### src/rtl/l1_cache_pkg.sv
// l1_cache_pkg: shared types and constants for the L1 cache controller.
//   state_t   : controller FSM states (IDLE, WRITEBACK, FILL)
//   WR_*      : encodings of the datapath 'writing' select
//   TAG_W, IDX_W, LINE_W : cache geometry (16 sets x 256-bit lines, 23-bit tag)
package l1_cache_pkg;

  localparam int TAG_W  = 23;
  localparam int IDX_W  = 4;
  localparam int LINE_W = 256;

  typedef enum logic [1:0] {
    IDLE      = 2'd0,
    WRITEBACK = 2'd1,
    FILL      = 2'd2
  } state_t;

  localparam logic [1:0] WR_FILL = 2'b00;  // line data from pmem
  localparam logic [1:0] WR_CPU  = 2'b01;  // CPU byte-masked write merge
  localparam logic [1:0] WR_HOLD = 2'b10;  // keep line contents

endpackage

### src/rtl/l1_cache_control_if.sv
// l1_cache_control_if: CPU request, datapath control/status and pmem
// handshake signals of the L1 cache controller.
//   master : controller side (drives mem_resp, datapath loads, pmem requests)
//   slave  : environment side (CPU, datapath and pmem model)
interface l1_cache_control_if;

  // CPU side
  logic       mem_read;
  logic       mem_write;
  logic       mem_resp;
  // datapath status
  logic       hit;
  logic       dirty_out;
  // datapath controls
  logic       tag_load;
  logic       valid_load;
  logic       dirty_load;
  logic       dirty_in;
  logic [1:0] writing;
  // pmem handshake
  logic       pmem_read;
  logic       pmem_write;
  logic       pmem_resp;

  modport master (
    input  mem_read, mem_write, hit, dirty_out, pmem_resp,
    output mem_resp, tag_load, valid_load, dirty_load, dirty_in, writing,
           pmem_read, pmem_write
  );

  modport slave (
    output mem_read, mem_write, hit, dirty_out, pmem_resp,
    input  mem_resp, tag_load, valid_load, dirty_load, dirty_in, writing,
           pmem_read, pmem_write
  );

endinterface

### src/rtl/l1_sat_counter.sv
// l1_sat_counter: W-bit up counter that saturates at all-ones.
//   clk   : clock, rising edge
//   rst   : asynchronous reset, active-low
//   inc   : increment enable
//   count : current value
module l1_sat_counter #(
  parameter int W = 32
) (
  input  logic         clk,
  input  logic         rst,
  input  logic         inc,
  output logic [W-1:0] count
);

  logic [W-1:0] count_reg;

  always_ff @(posedge clk or negedge rst) begin
    if (!rst) begin
      count_reg <= '0;
    end else if (inc && (count_reg != {W{1'b1}})) begin
      count_reg <= count_reg + 1'b1;
    end
  end

  assign count = count_reg;

endmodule

### src/rtl/l1_cache_control.sv
// l1_cache_control: FSM sequencer for the direct-mapped L1 cache datapath.
// Serves CPU reads/writes with 0-wait hits; on a miss writes back a dirty
// victim, then fills the line, then completes the still-held request as a hit.
//   clk        : clock, rising edge
//   rst        : asynchronous reset, active-low
//   bus        : CPU / datapath / pmem signals (l1_cache_control_if.master)
//   hit_count  : requests completed without a miss
//   miss_count : requests that missed
//   wb_count   : write-backs issued
// Optional feature macro L1_CTRL_PERF_EN: when defined, the three counters
// are saturating CNT_W-bit counters; otherwise they are tied to zero.
module l1_cache_control
  import l1_cache_pkg::*;
#(
  parameter int CNT_W = 32
) (
  input  logic                  clk,
  input  logic                  rst,
  l1_cache_control_if.master    bus,
  output logic [CNT_W-1:0]      hit_count,
  output logic [CNT_W-1:0]      miss_count,
  output logic [CNT_W-1:0]      wb_count
);

  state_t     state_reg, state_next;
  logic       req;
  logic       mem_resp_c, tag_load_c, valid_load_c, dirty_load_c, dirty_in_c;
  logic       pmem_read_c, pmem_write_c;
  logic [1:0] writing_c;

  // A simultaneous read+write is served as a write.
  assign req = bus.mem_read | bus.mem_write;

  always_ff @(posedge clk or negedge rst) begin
    if (!rst) begin
      state_reg <= IDLE;
    end else begin
      state_reg <= state_next;
    end
  end

  always_comb begin
    state_next   = state_reg;
    mem_resp_c   = 1'b0;
    tag_load_c   = 1'b0;
    valid_load_c = 1'b0;
    dirty_load_c = 1'b0;
    dirty_in_c   = 1'b0;
    writing_c    = WR_HOLD;
    pmem_read_c  = 1'b0;
    pmem_write_c = 1'b0;
    // Outputs are Mealy; hold them at their idle values while in reset so
    // a held CPU request cannot produce a response during reset.
    if (rst) begin
      case (state_reg)
        IDLE: begin
          if (req) begin
            if (bus.hit) begin
              mem_resp_c = 1'b1;
              if (bus.mem_write) begin
                writing_c    = WR_CPU;
                dirty_load_c = 1'b1;
                dirty_in_c   = 1'b1;
              end
            end else begin
              state_next = bus.dirty_out ? WRITEBACK : FILL;
            end
          end
        end
        WRITEBACK: begin
          pmem_write_c = 1'b1;
          if (bus.pmem_resp) begin
            // Clearing dirty steers the datapath pmem address to the CPU
            // address for the following fill.
            dirty_load_c = 1'b1;
            dirty_in_c   = 1'b0;
            state_next   = FILL;
          end
        end
        FILL: begin
          pmem_read_c = 1'b1;
          if (bus.pmem_resp) begin
            writing_c    = WR_FILL;
            tag_load_c   = 1'b1;
            valid_load_c = 1'b1;
            dirty_load_c = 1'b1;
            dirty_in_c   = 1'b0;
            state_next   = IDLE;
          end
        end
        default: begin
          state_next = IDLE;
        end
      endcase
    end
  end

  assign bus.mem_resp   = mem_resp_c;
  assign bus.tag_load   = tag_load_c;
  assign bus.valid_load = valid_load_c;
  assign bus.dirty_load = dirty_load_c;
  assign bus.dirty_in   = dirty_in_c;
  assign bus.writing    = writing_c;
  assign bus.pmem_read  = pmem_read_c;
  assign bus.pmem_write = pmem_write_c;

`ifdef L1_CTRL_PERF_EN
  logic             miss_start, wb_done, hit_done;
  logic             missed_reg, missed_next;
  logic [2:0]       cnt_inc;
  logic [CNT_W-1:0] cnt_val [3];

  assign miss_start = (state_reg == IDLE) && (state_next != IDLE);
  assign wb_done    = (state_reg == WRITEBACK) && bus.pmem_resp && rst;
  // The response that follows a fill belongs to a missed request and must
  // not count as a hit.
  assign hit_done   = mem_resp_c && !missed_reg;

  // Set on a miss; every IDLE cycle clears it, so the flag lives exactly
  // until the first IDLE cycle after the fill (response or withdrawn).
  always_comb begin
    missed_next = missed_reg;
    if (state_reg == IDLE) begin
      missed_next = miss_start;
    end
  end

  always_ff @(posedge clk or negedge rst) begin
    if (!rst) begin
      missed_reg <= 1'b0;
    end else begin
      missed_reg <= missed_next;
    end
  end

  assign cnt_inc = {wb_done, miss_start, hit_done};

  for (genvar gi = 0; gi < 3; gi++) begin : g_cnt
    l1_sat_counter #(.W(CNT_W)) u_cnt (
      .clk   (clk),
      .rst   (rst),
      .inc   (cnt_inc[gi]),
      .count (cnt_val[gi])
    );
  end

  assign hit_count  = cnt_val[0];
  assign miss_count = cnt_val[1];
  assign wb_count   = cnt_val[2];
`else
  assign hit_count  = '0;
  assign miss_count = '0;
  assign wb_count   = '0;
`endif

endmodule

### src/flat_wrapper.sv
// flat-port wrapper written by rule: the top's interface ports become plain ports
module l1_cache_control_flat import l1_cache_pkg::*;
#(
  parameter int CNT_W = 32
)
  (clk, rst, hit_count, miss_count, wb_count, bus_mem_read, bus_mem_write, bus_hit, bus_dirty_out, bus_pmem_resp, bus_mem_resp, bus_tag_load, bus_valid_load, bus_dirty_load, bus_dirty_in, bus_writing, bus_pmem_read, bus_pmem_write);
  l1_cache_control_if bus_i ();
  input  logic clk;
  input  logic rst;
  output logic [CNT_W-1:0] hit_count;
  output logic [CNT_W-1:0] miss_count;
  output logic [CNT_W-1:0] wb_count;
  input wire logic [$bits(bus_i.mem_read)-1:0] bus_mem_read;
  input wire logic [$bits(bus_i.mem_write)-1:0] bus_mem_write;
  input wire logic [$bits(bus_i.hit)-1:0] bus_hit;
  input wire logic [$bits(bus_i.dirty_out)-1:0] bus_dirty_out;
  input wire logic [$bits(bus_i.pmem_resp)-1:0] bus_pmem_resp;
  output wire logic [$bits(bus_i.mem_resp)-1:0] bus_mem_resp;
  output wire logic [$bits(bus_i.tag_load)-1:0] bus_tag_load;
  output wire logic [$bits(bus_i.valid_load)-1:0] bus_valid_load;
  output wire logic [$bits(bus_i.dirty_load)-1:0] bus_dirty_load;
  output wire logic [$bits(bus_i.dirty_in)-1:0] bus_dirty_in;
  output wire logic [$bits(bus_i.writing)-1:0] bus_writing;
  output wire logic [$bits(bus_i.pmem_read)-1:0] bus_pmem_read;
  output wire logic [$bits(bus_i.pmem_write)-1:0] bus_pmem_write;
  assign bus_i.mem_read = bus_mem_read;
  assign bus_i.mem_write = bus_mem_write;
  assign bus_i.hit = bus_hit;
  assign bus_i.dirty_out = bus_dirty_out;
  assign bus_i.pmem_resp = bus_pmem_resp;
  assign bus_mem_resp = bus_i.mem_resp;
  assign bus_tag_load = bus_i.tag_load;
  assign bus_valid_load = bus_i.valid_load;
  assign bus_dirty_load = bus_i.dirty_load;
  assign bus_dirty_in = bus_i.dirty_in;
  assign bus_writing = bus_i.writing;
  assign bus_pmem_read = bus_i.pmem_read;
  assign bus_pmem_write = bus_i.pmem_write;
  l1_cache_control #(.CNT_W(CNT_W)) u_core (.clk(clk), .rst(rst), .bus(bus_i), .hit_count(hit_count), .miss_count(miss_count), .wb_count(wb_count));
endmodule
### config.mk
export PLATFORM = sky130hd
export DESIGN_NAME = l1_cache_control_flat
export DESIGN_NICKNAME = d
export VERILOG_FILES = /design/src/rtl/l1_cache_pkg.sv /design/src/rtl/l1_cache_control_if.sv /design/src/rtl/l1_sat_counter.sv /design/src/rtl/l1_cache_control.sv /design/src/flat_wrapper.sv
export SDC_FILE = /design/constraint.sdc
export NUM_CORES = 1
export LEC_CHECK = 0
export BUFFER_PORTS_ARGS = -buffer_cell sky130_fd_sc_hd__buf_4
export CAP_MARGIN = 20
export CORE_UTILIZATION = 31
export CTS_CLUSTER_SIZE = 30
export DETAILED_ROUTE_END_ITERATION = 7
export PLACE_DENSITY = 0.73
export SETUP_SLACK_MARGIN = 0.02
export SLEW_MARGIN = 5
export SYNTH_ARGS = -nofsm -noshare
export SYNTH_HDL_FRONTEND = slang
export SYNTH_SLANG_ARGS = --single-unit
### constraint.sdc
create_clock -name clk -period 2.8 [get_ports clk]
set_clock_uncertainty 0.1 [all_clocks]
set_input_delay 0.14 -clock clk [delete_from_list [all_inputs] [get_ports clk]]
set_output_delay 0.14 -clock clk [all_outputs]
set_load 0.02 [all_outputs]
# --- After elaboration in Yosys (flattened, before gate mapping) ---
# Cells that the tools add are included.
# Widths: inputs -> output; s select.
classes:
  add_sub_neg: 0
  reduce_logical: 3
  n_shift: 0
  n_eq_ne: 6
  div: 0
  mux: 30
  mul: 0
  bitwise: 1
  n_lt_le_gt_ge: 0
op_table:
  columns: ["cell", "count"]
  rows:
  - ["$mux 2", 10]
  - ["$mux 1", 17]
  - ["$ne 2x2->1 const B", 3]
  - ["$pmux 2 s3", 1]
  - ["$reduce_and 5->1", 1]
  - ["$pmux 2 s2", 1]
  - ["$eq 2x1->1 const B", 1]
  - ["$eq 2x2->1 const B", 1]
  - ["$logic_not 2->1", 1]
  - ["$ne 2x1->1 const B", 1]
  - ["$pmux 1 s2", 1]
  - ["$reduce_or 2->1", 1]
  - ["$or 1x1->1", 1]
totals:
  ram_bits: 0
  mem_count: 0
  out_inout_bits: 105
  rom_bits: 0
  input_bits: 7
  latch_bits: 0
  ff_bits: 2
  wordCells: 41

# --- Logic depth before layout (Yosys ltp) ---
# Gate-level depths: netlist (run 1).
logic_depth:
  depth_word: 5
  mapped_depth: 5
  ltp_nobuf: 5

# --- Worst setup path after synthesis (run 1) ---
# Ideal clock, no wire load.
synth_path:
  kind: "reg2out"
  startpoint: "reg u_core.state_reg[0]"
  endpoint: "out bus_dirty_load"
  t_required_ps: 2560
  arrival_time_ps: 1457
  n_path_buf: 1
  path_stages_with_launch: 6
  path_slack_ps: 1103
  path_cell_list: "dfrtp_1 > inv_1 > ha_1 > clkbuf_1 > a32oi_1 > nor3_1"
synth_via:
  elab_chain_len: 4
  elab_cells_between_ends: 6
  cone_classes: "eq/ne (2); mux (2); reduce/logical (2)"
synth_lines:
  columns: ["element", "line_no", "text"]
  rows:
  - ["start: declaration", "l1_cache_control.sv:25", "state_t state_reg, state_next;"]
  - ["start signal: assignment", "l1_cache_control.sv:38", "state_reg <= state_next;"]
  - ["$eq 2x1->1 or $eq 2x2->1 (tied branches)", "l1_cache_control.sv:55", "case (state_reg)"]
  - ["$reduce_or 2->1 (no line)", null, null]
  - ["$pmux 1 s2 *", "l1_cache_control.sv:55", null]
  - ["$mux 1 *", "l1_cache_control.sv:54", "if (rst) begin"]
  - ["end: declaration", "flat_wrapper.sv:21", "output wire logic [$bits(bus_i.dirty_load)-1:0] bus_dirty_load;"]
# Mark *: on every way between the ends. The rest lies on a longest branch, timed or not.

# --- Final worst setup path (run 1) ---
layout_path:
  startpoint: "reg u_core.state_reg[0]"
  endpoint: "out bus_writing[1]"
layout_via:
  elab_chain_len: 3
  elab_cells_between_ends: 4
  cone_classes: "eq/ne (1); mux (2); reduce/logical (1)"
layout_lines:
  columns: ["element", "line_no", "text"]
  rows:
  - ["$eq 2x2->1 or $logic_not 2->1 (tied branches)", "l1_cache_control.sv:55", null]
  - ["$pmux 2 s2 *", "l1_cache_control.sv:55", null]
  - ["$mux 2 *", "l1_cache_control.sv:54", null]
  - ["end: declaration", "flat_wrapper.sv:23", "output wire logic [$bits(bus_i.writing)-1:0] bus_writing;"]
# Marked as above.

==> metrics.md, run 1 <==
| Metric | Value |
|---|---|
| Antenna viol nets, final | 0 |
| Startpoint types | flip-flop |
| Pwr per Cell Area | 581.2 nW/µm² |
| CTS tree | yes |
| Worst r2r src | u_core.state_reg[0] |
| Post-CTS sizing | 0 |
| Clock sinks | 2 |
| CTS Buf Count | 3 |
| Starting density of the core | 33.48% |
| TritonRoute pass-1 iters | 4 |
| Cell at the slowest stage of the critical path | dfrtp_1 |
| Area Overhead vs Synth | -17.44% |
| Die Y | 60.12 µm |
| Register area share after synthesis | 4.779% |
| Crit path from | u_core.state_reg[0] |
| DRC violations left | 0 |
| Crit path arrival time | 1680 ps |
| CP peak stage delay | 420 ps |
| Final period utilization | between 60% and 70% |
| Nets | 163 |
| WP buf/inv | 2 |
| Psw | 290.5 µW |
| MaxCap Viol Count | 0 |
| Initial antenna violation count | 0 |
| Combinational share of power | 75.3% |
| Synth Area per Inst | 7.874 µm² |
| Fin. max-slew vios | 0 |
| Root Buffer | clkbuf_4 |
| Global-route wire length before repair | 1.490 mm |
| RSZ-0062 raised after global routing | no |
| End of the critical path | bus_writing[1] |
| WL/cell | between 6 and 7 µm |
| Core area | around 3100 µm² |
| Yosys top cell area share | 70.25% |
| # rows | 20 |
| Setup TNS | 0 ps |
| Final Wtd Congestion | just under 0.8 |
| Layout cells sized above 1 | 14.86% |
| Post-synth top area cell | buf_4 |
| Largest net degree at the start of global routing | 10 |
| Total Wirelength | between 1 and 1.5 mm |
| Max reg flops | 2 |
| Die W | 60.12 µm |
| # fillers | 362 |
| Synth async-reset ratio | 100.0% |
| Netlist Area Pre-Place | around 1000 µm² |
| Critical path cell sequence | inv_1 > ha_1 > o22ai_1 > a211o_1 > buf_4 |
| Via density per instance | 2.984 |
| Largest delay share family, worst path | flip-flops |
| CTS H-tree lvls | 1 |
| Clk slew on worst S/H paths | 30 ps |
| Worst-Skew Late Latency | 220 ps |
| Post-CTS setup buffers | 0 |
| Synth Warn # | 0 |
| Internal power | around 210 µW |
| Yosys cell types | 25 |
| Antenna fix cells | 0 |
| Crit Path Class | flip-flop to output pin |
| Outcome | finished, final reports clean |
| Fmax | roughly 520 MHz |
| Final number of hold-violating endpoints | 0 |
| Vias in the first global route | 370 |
| VDD IR-drop max | 0.1665 mV |
| Gr usage total | 5.704% |
| FF/Latch Area | 50.05 µm² |
| I/O pins | 112 |
| Reg2Reg Depth | 5 |
| Most used flip-flop cell after synthesis | dfrtp_1 |
| EDFF count, synth | 0 |
| DRT iter0 DRCs | 19 |
| # setup viols final | 0 |
| Power share of the sequential group | between 10% and 20% |
| Worst-path fanout max | 8 |
| Required time worst endpoint | 2560 ps |
| Final HPWL DP | 1.078 mm |
| Multi-input logic area | 599.3 µm² |
| Die ar. | 3614 µm² |
| Post-Synthesis Cells | 133 |
| Clock share of power | 12.4% |
| Crit. End Element | output pin |
| Clock Tree Buf Depth | 2 |
| Total gr overflow | 0 |
| CTS Hold Bufs | 1 |
| Design area | 864.6 µm² |
| Worst min path class | primary input to flip-flop |
| Post-synthesis register bit count | 2 |
| IO Port Bufs | 15 |
| Worst reg2reg path endpoint | u_core.state_reg[0] |
| Min Hold Slack | 139.1 ps |
| Vias | 573 |
| Switching part of the total | 57.80% |
| Leak | 0.0005466 µW |
| WP depth | 5 |
| Top cells by area, synth | buf_4 70%, ha_1 7.2%, dfrtp_1 4.8%, o21bai_4 1.8%, inv_1 1.4% |
| Min Tclk post-route | approximately 1900 ps |
| Placed cell area | 832.0 µm² |
| FF-to-FF setup slack | approximately 1100 ps |
==> synthesized netlist by cell type, types with 2 or more instances <==
library cell	n
dfrtp_1	2
and2_1	2
inv_1	4
nand2_1	2
buf_4	98
ha_1	6
==> power by group through the flow <==
| stage | clock [µW] | combinational (µW) | sequential (µW) |
|---|---|---|---|
| global placement | 0 | 371 | 60.5 |
| CTS | 67.4 | 380 | 62.1 |
| finish | 62.4 | 378 | 62.0 |
| floorplan | 0 | 400 | 56.7 |
| global route | 68.2 | 416 | 63.7 |
| detailed placement | 0 | 378 | 62.5 |
==> tightest hold or removal path: stages <==
cell	delay, ps
buf_4	110
nand2_1	60
o311ai_1	90
==> how the worst min path moves through the flow <==
| stage | start | to | cells after the start |
|---|---|---|---|
| 2_1_floorplan | rst | u_core.state_reg[0] | 0 |
| 3_3_place_gp | rst | u_core.state_reg[1] | 1 |
| 3_5_place_dp | rst | u_core.state_reg[1] | 1 |
| 4_1_cts | bus_dirty_out | u_core.state_reg[0] | 3 |
| 5_1_grt | bus_dirty_out | u_core.state_reg[0] | 3 |
| 6_report | bus_dirty_out | u_core.state_reg[0] | 3 |
==> final cells by class <==
class | count | share of cell area, %
clock buffer | 3 | 2.605
inverter | 4 | 1.737
timing repair buffer | 16 | 14.18
sequential | 2 | 5.789
multi-input combinational | 123 | 69.32
tap | 44 | 6.368
==> cells in the final DEF (no fill, tap or decap) <==
cell type,Yosys,final
dlygate4sd3_1,0,1
o32a_1,1,1
a32oi_1,1,1
and3_1,1,1
conb_1,1,96
dfrtp_1,2,2
o311ai_1,1,1
o21bai_4,1,1
nand2b_1,1,1
o2111a_1,1,1
clkbuf_4,0,3
o21ba_2,1,1
nor3_1,1,1
and4_2,1,1
a211oi_1,1,1
and2_1,2,2
o22ai_1,1,1
o21a_1,1,1
buf_4,98,15
a211o_1,1,1
inv_1,4,4
ha_1,6,6
nand3_1,1,1
nand2_1,2,2
o21ai_0,1,1
and2b_2,1,1
==> metrics by stage <==
| stage | cells | total power [µW] | util (%) | worst slack, ps |
|---|---|---|---|---|
| floorplan | 228 | 456.3 | - | 1103 |
| global placement | 188 | 431.9 | 26.60 | 1137 |
| detailed placement | 188 | 440.1 | 26.60 | 1068 |
| CTS | 192 | 509.8 | 27.64 | 861.2 |
| global route | 192 | 547.9 | 27.64 | 795.7 |
| finish | 192 | 502.5 | 27.64 | 880.7 |
==> cell families (layout without fill, tap and decap cells) <==
kind of cell / after synthesis / count (layout) / share of synthesized area, %
compound gates: 11 / 11 / 9.798
fa+ha+maj: 6 / 6 / 7.168
buf+inv: 103 / 23 / 72.04
flops: 2 / 2 / 4.779
other cells: 1 / 96 / 0.3581
simple gates: 10 / 10 / 5.854
==> per-layer routing <==
metal,track usage [%],vias to the layer above,share of wire [%]
met4,2.990,0,0
li1,-,258,-
met1,5.506,251,33
met2,9.733,64,53
met3,3.030,0,14
met5,0,-,0
(Power assumes the default switching activity.)
==> run 2, diff against run 1 <==
- clock period: 2.8 -> 1.8 ns (I/O delays scaled with it)
==> run 2 against run 1 <==
Register-to-register slack got worse by 940 ps; first-iteration DRC count decreased by 63%; critical endpoint unchanged; clock power increased by 60%; global-route usage down 0.089 points; total power is 66% higher; sequential cell count unchanged; sequential share of layout area about the same; combinational power increased by 68%; design area increased by 2.7%; critical path depth is the same.
==> metrics.md, run 2 (synthesis results as in run 1) <==
| Metric | Value |
|---|---|
| CTS tree | yes |
| CTS Buf Count | 3 |
| DRC violations left | 0 |
| # rows | 20 |
| Crit path from | u_core.state_reg[0] |
| Antenna viol nets, final | 0 |
| Gr usage total | under 10% |
| Layout cells sized above 1 | a little under a fifth |
| Vias | ~580 |
| CTS H-tree lvls | 1 |
| Highest metal used | met3 |
| TritonRoute pass-1 iters | 3 |
| Placed cell area | between 800 and 900 µm² |
| Leak | 0.0005487 µW |
| Area Overhead vs Synth | -15.17% |
| Hold Crit Start | bus_dirty_out |
| Most common cell after layout, fill and taps aside | conb_1 |
| Clock Tree Buf Depth | 2 |
| Fmax | 596.8 MHz |
| Layout Utilization | 28.40% |
| Min Tclk post-route | 1676 ps |
| Worst min path class | primary input to flip-flop |
| Worst reg2reg path endpoint | u_core.state_reg[1] |
| Final HPWL DP | ~1.0 mm |
| Outcome | finished, final reports clean |
| Final Wtd Congestion | 0.7783 |
| Worst-path fanout max | 8 |
| Root Buffer | clkbuf_4 |
| End of the critical path | bus_writing[1] |
| VDD IR-drop max | 0.2074 mV |
| Startpoint types | flip-flop |
| Die ar. | between 3000 and 4000 µm² |
| Commonest non-fill, non-tap cells in the layout | 96 x conb_1, 16 x buf_4, 4 x ha_1, 3 x clkbuf_4 |
| Pwr per Cell Area | 938.1 nW/µm² |
| Nets | 164 |
| Starting density of the core | 33.48% |
| Core area | 3128 µm² |
| Global-route wire length before repair | 1.386 mm |
| Total gr overflow | 0 |
| DR WL met2 | 647 µm |
| Required time worst endpoint | 1610 ps |
| Setup TNS | 0 ps |
| Critical path cell sequence | inv_2 > ha_4 > o22ai_1 > a211o_1 > buf_4 |
| Total Wirelength | 1.189 mm |
| WL/cell | 6.161 µm |
| Largest net degree at the start of global routing | 10 |
| CP peak stage delay | 420 ps |
| MaxCap Viol Count | 0 |
| # setup viols final | 0 |
| Via density per instance | just under 3 |
| Post-placement setup slack | 137.7 ps |
| Routed wl met3 | between 150 and 200 µm |
| IO Port Bufs | 15 |
| Crit path arrival time | 1490 ps |
| RSZ-0062 raised after global routing | no |
| Worst r2r src | u_core.state_reg[0] |
| FF-to-FF setup slack | 130 ps |
| Die Y | ~60 µm |
| Final period utilization | between 90% and 100% |
| Antenna fix cells | 0 |
| Clock sinks | 2 |
| Met1 Routed Length | ~370 µm |
| Design area | between 800 and 900 µm² |
| Crit Path Class | flip-flop to output pin |
| I/O pins | 112 |
| Reg2Reg Depth | 5 |
| Clk slew on worst S/H paths | about 30 ps |
| Vias in the first global route | approximately 330 |
| Max reg flops | 2 |
| DRT iter0 DRCs | 7 |
| Worst-Skew Late Latency | 230 ps |
| Cell at the slowest stage of the critical path | dfrtp_2 |
| Final number of hold-violating endpoints | 0 |
| Worst Slack Setup Final | 124.3 ps |
| Fin. max-slew vios | 0 |
| Min Hold Slack | 65.65 ps |
| Crit. End Element | output pin |
| Die W | 60.12 µm |
| Initial antenna violation count | 0 |
## run 2: changes by cell type in the layout (fill, tap and decap cells not counted), sizes merged
cell and delta:
buf +1
## run 2: through the flow
step / total power, µW / cells
6_report: 833.3 / 193
5_1_grt: 913.5 / 193
2_1_floorplan: 709.8 / 228
3_3_place_gp: 667.6 / 188
3_5_place_dp: 676.2 / 188
4_1_cts: 821.0 / 192
## run 2: metal layers
layer | track usage [%] | up-vias
met5 | 0 | -
met4 | 3.987 | 0
met3 | 3.030 | 0
met2 | 9.733 | 62
met1 | 4.866 | 251
li1 | - | 262
## run 2: worst max-delay path, delay by kind of cell, from the launching register on
kind	cells	cell delay, ps
adders and majority gates	1	190
DFF	1	420
buffers and inverters	2	280
AOI/OAI and AO/OA	2	380
## run 2: repair_timing
action,4_1_cts,5_1_grt
buffers inserted,0,1
endpoints found under the hold margin,2,0
setup endpoints to repair,1,1
gates resized for setup,3,3
hold buffers,1,0
## run 2: report_power, final
group	internal, µW	switching, µW	total, µW
combinational	226	408	634
clock	73.6	26.2	99.8
sequential	68.3	31.6	99.9
total	368	466	833
## run 2: cell type report
class | instances | area, µm²
Fill cell | 358 | 2240
Multi-Input combinational cell | 123 | 614.3
Timing Repair Buffer | 17 | 130.1
Tap cell | 44 | 55.05
Sequential cell | 2 | 51.30
Clock buffer | 3 | 22.52
Inverter | 4 | 15.01
## run 2: worst min-delay path by stage
stage                               end  depth (start not counted)
global placement    u_core.state_reg[1]                          1
detailed placement  u_core.state_reg[1]                          1
floorplan           u_core.state_reg[0]                          0
global route        u_core.state_reg[0]                          3
finish              u_core.state_reg[0]                          3
CTS                 u_core.state_reg[0]                          3
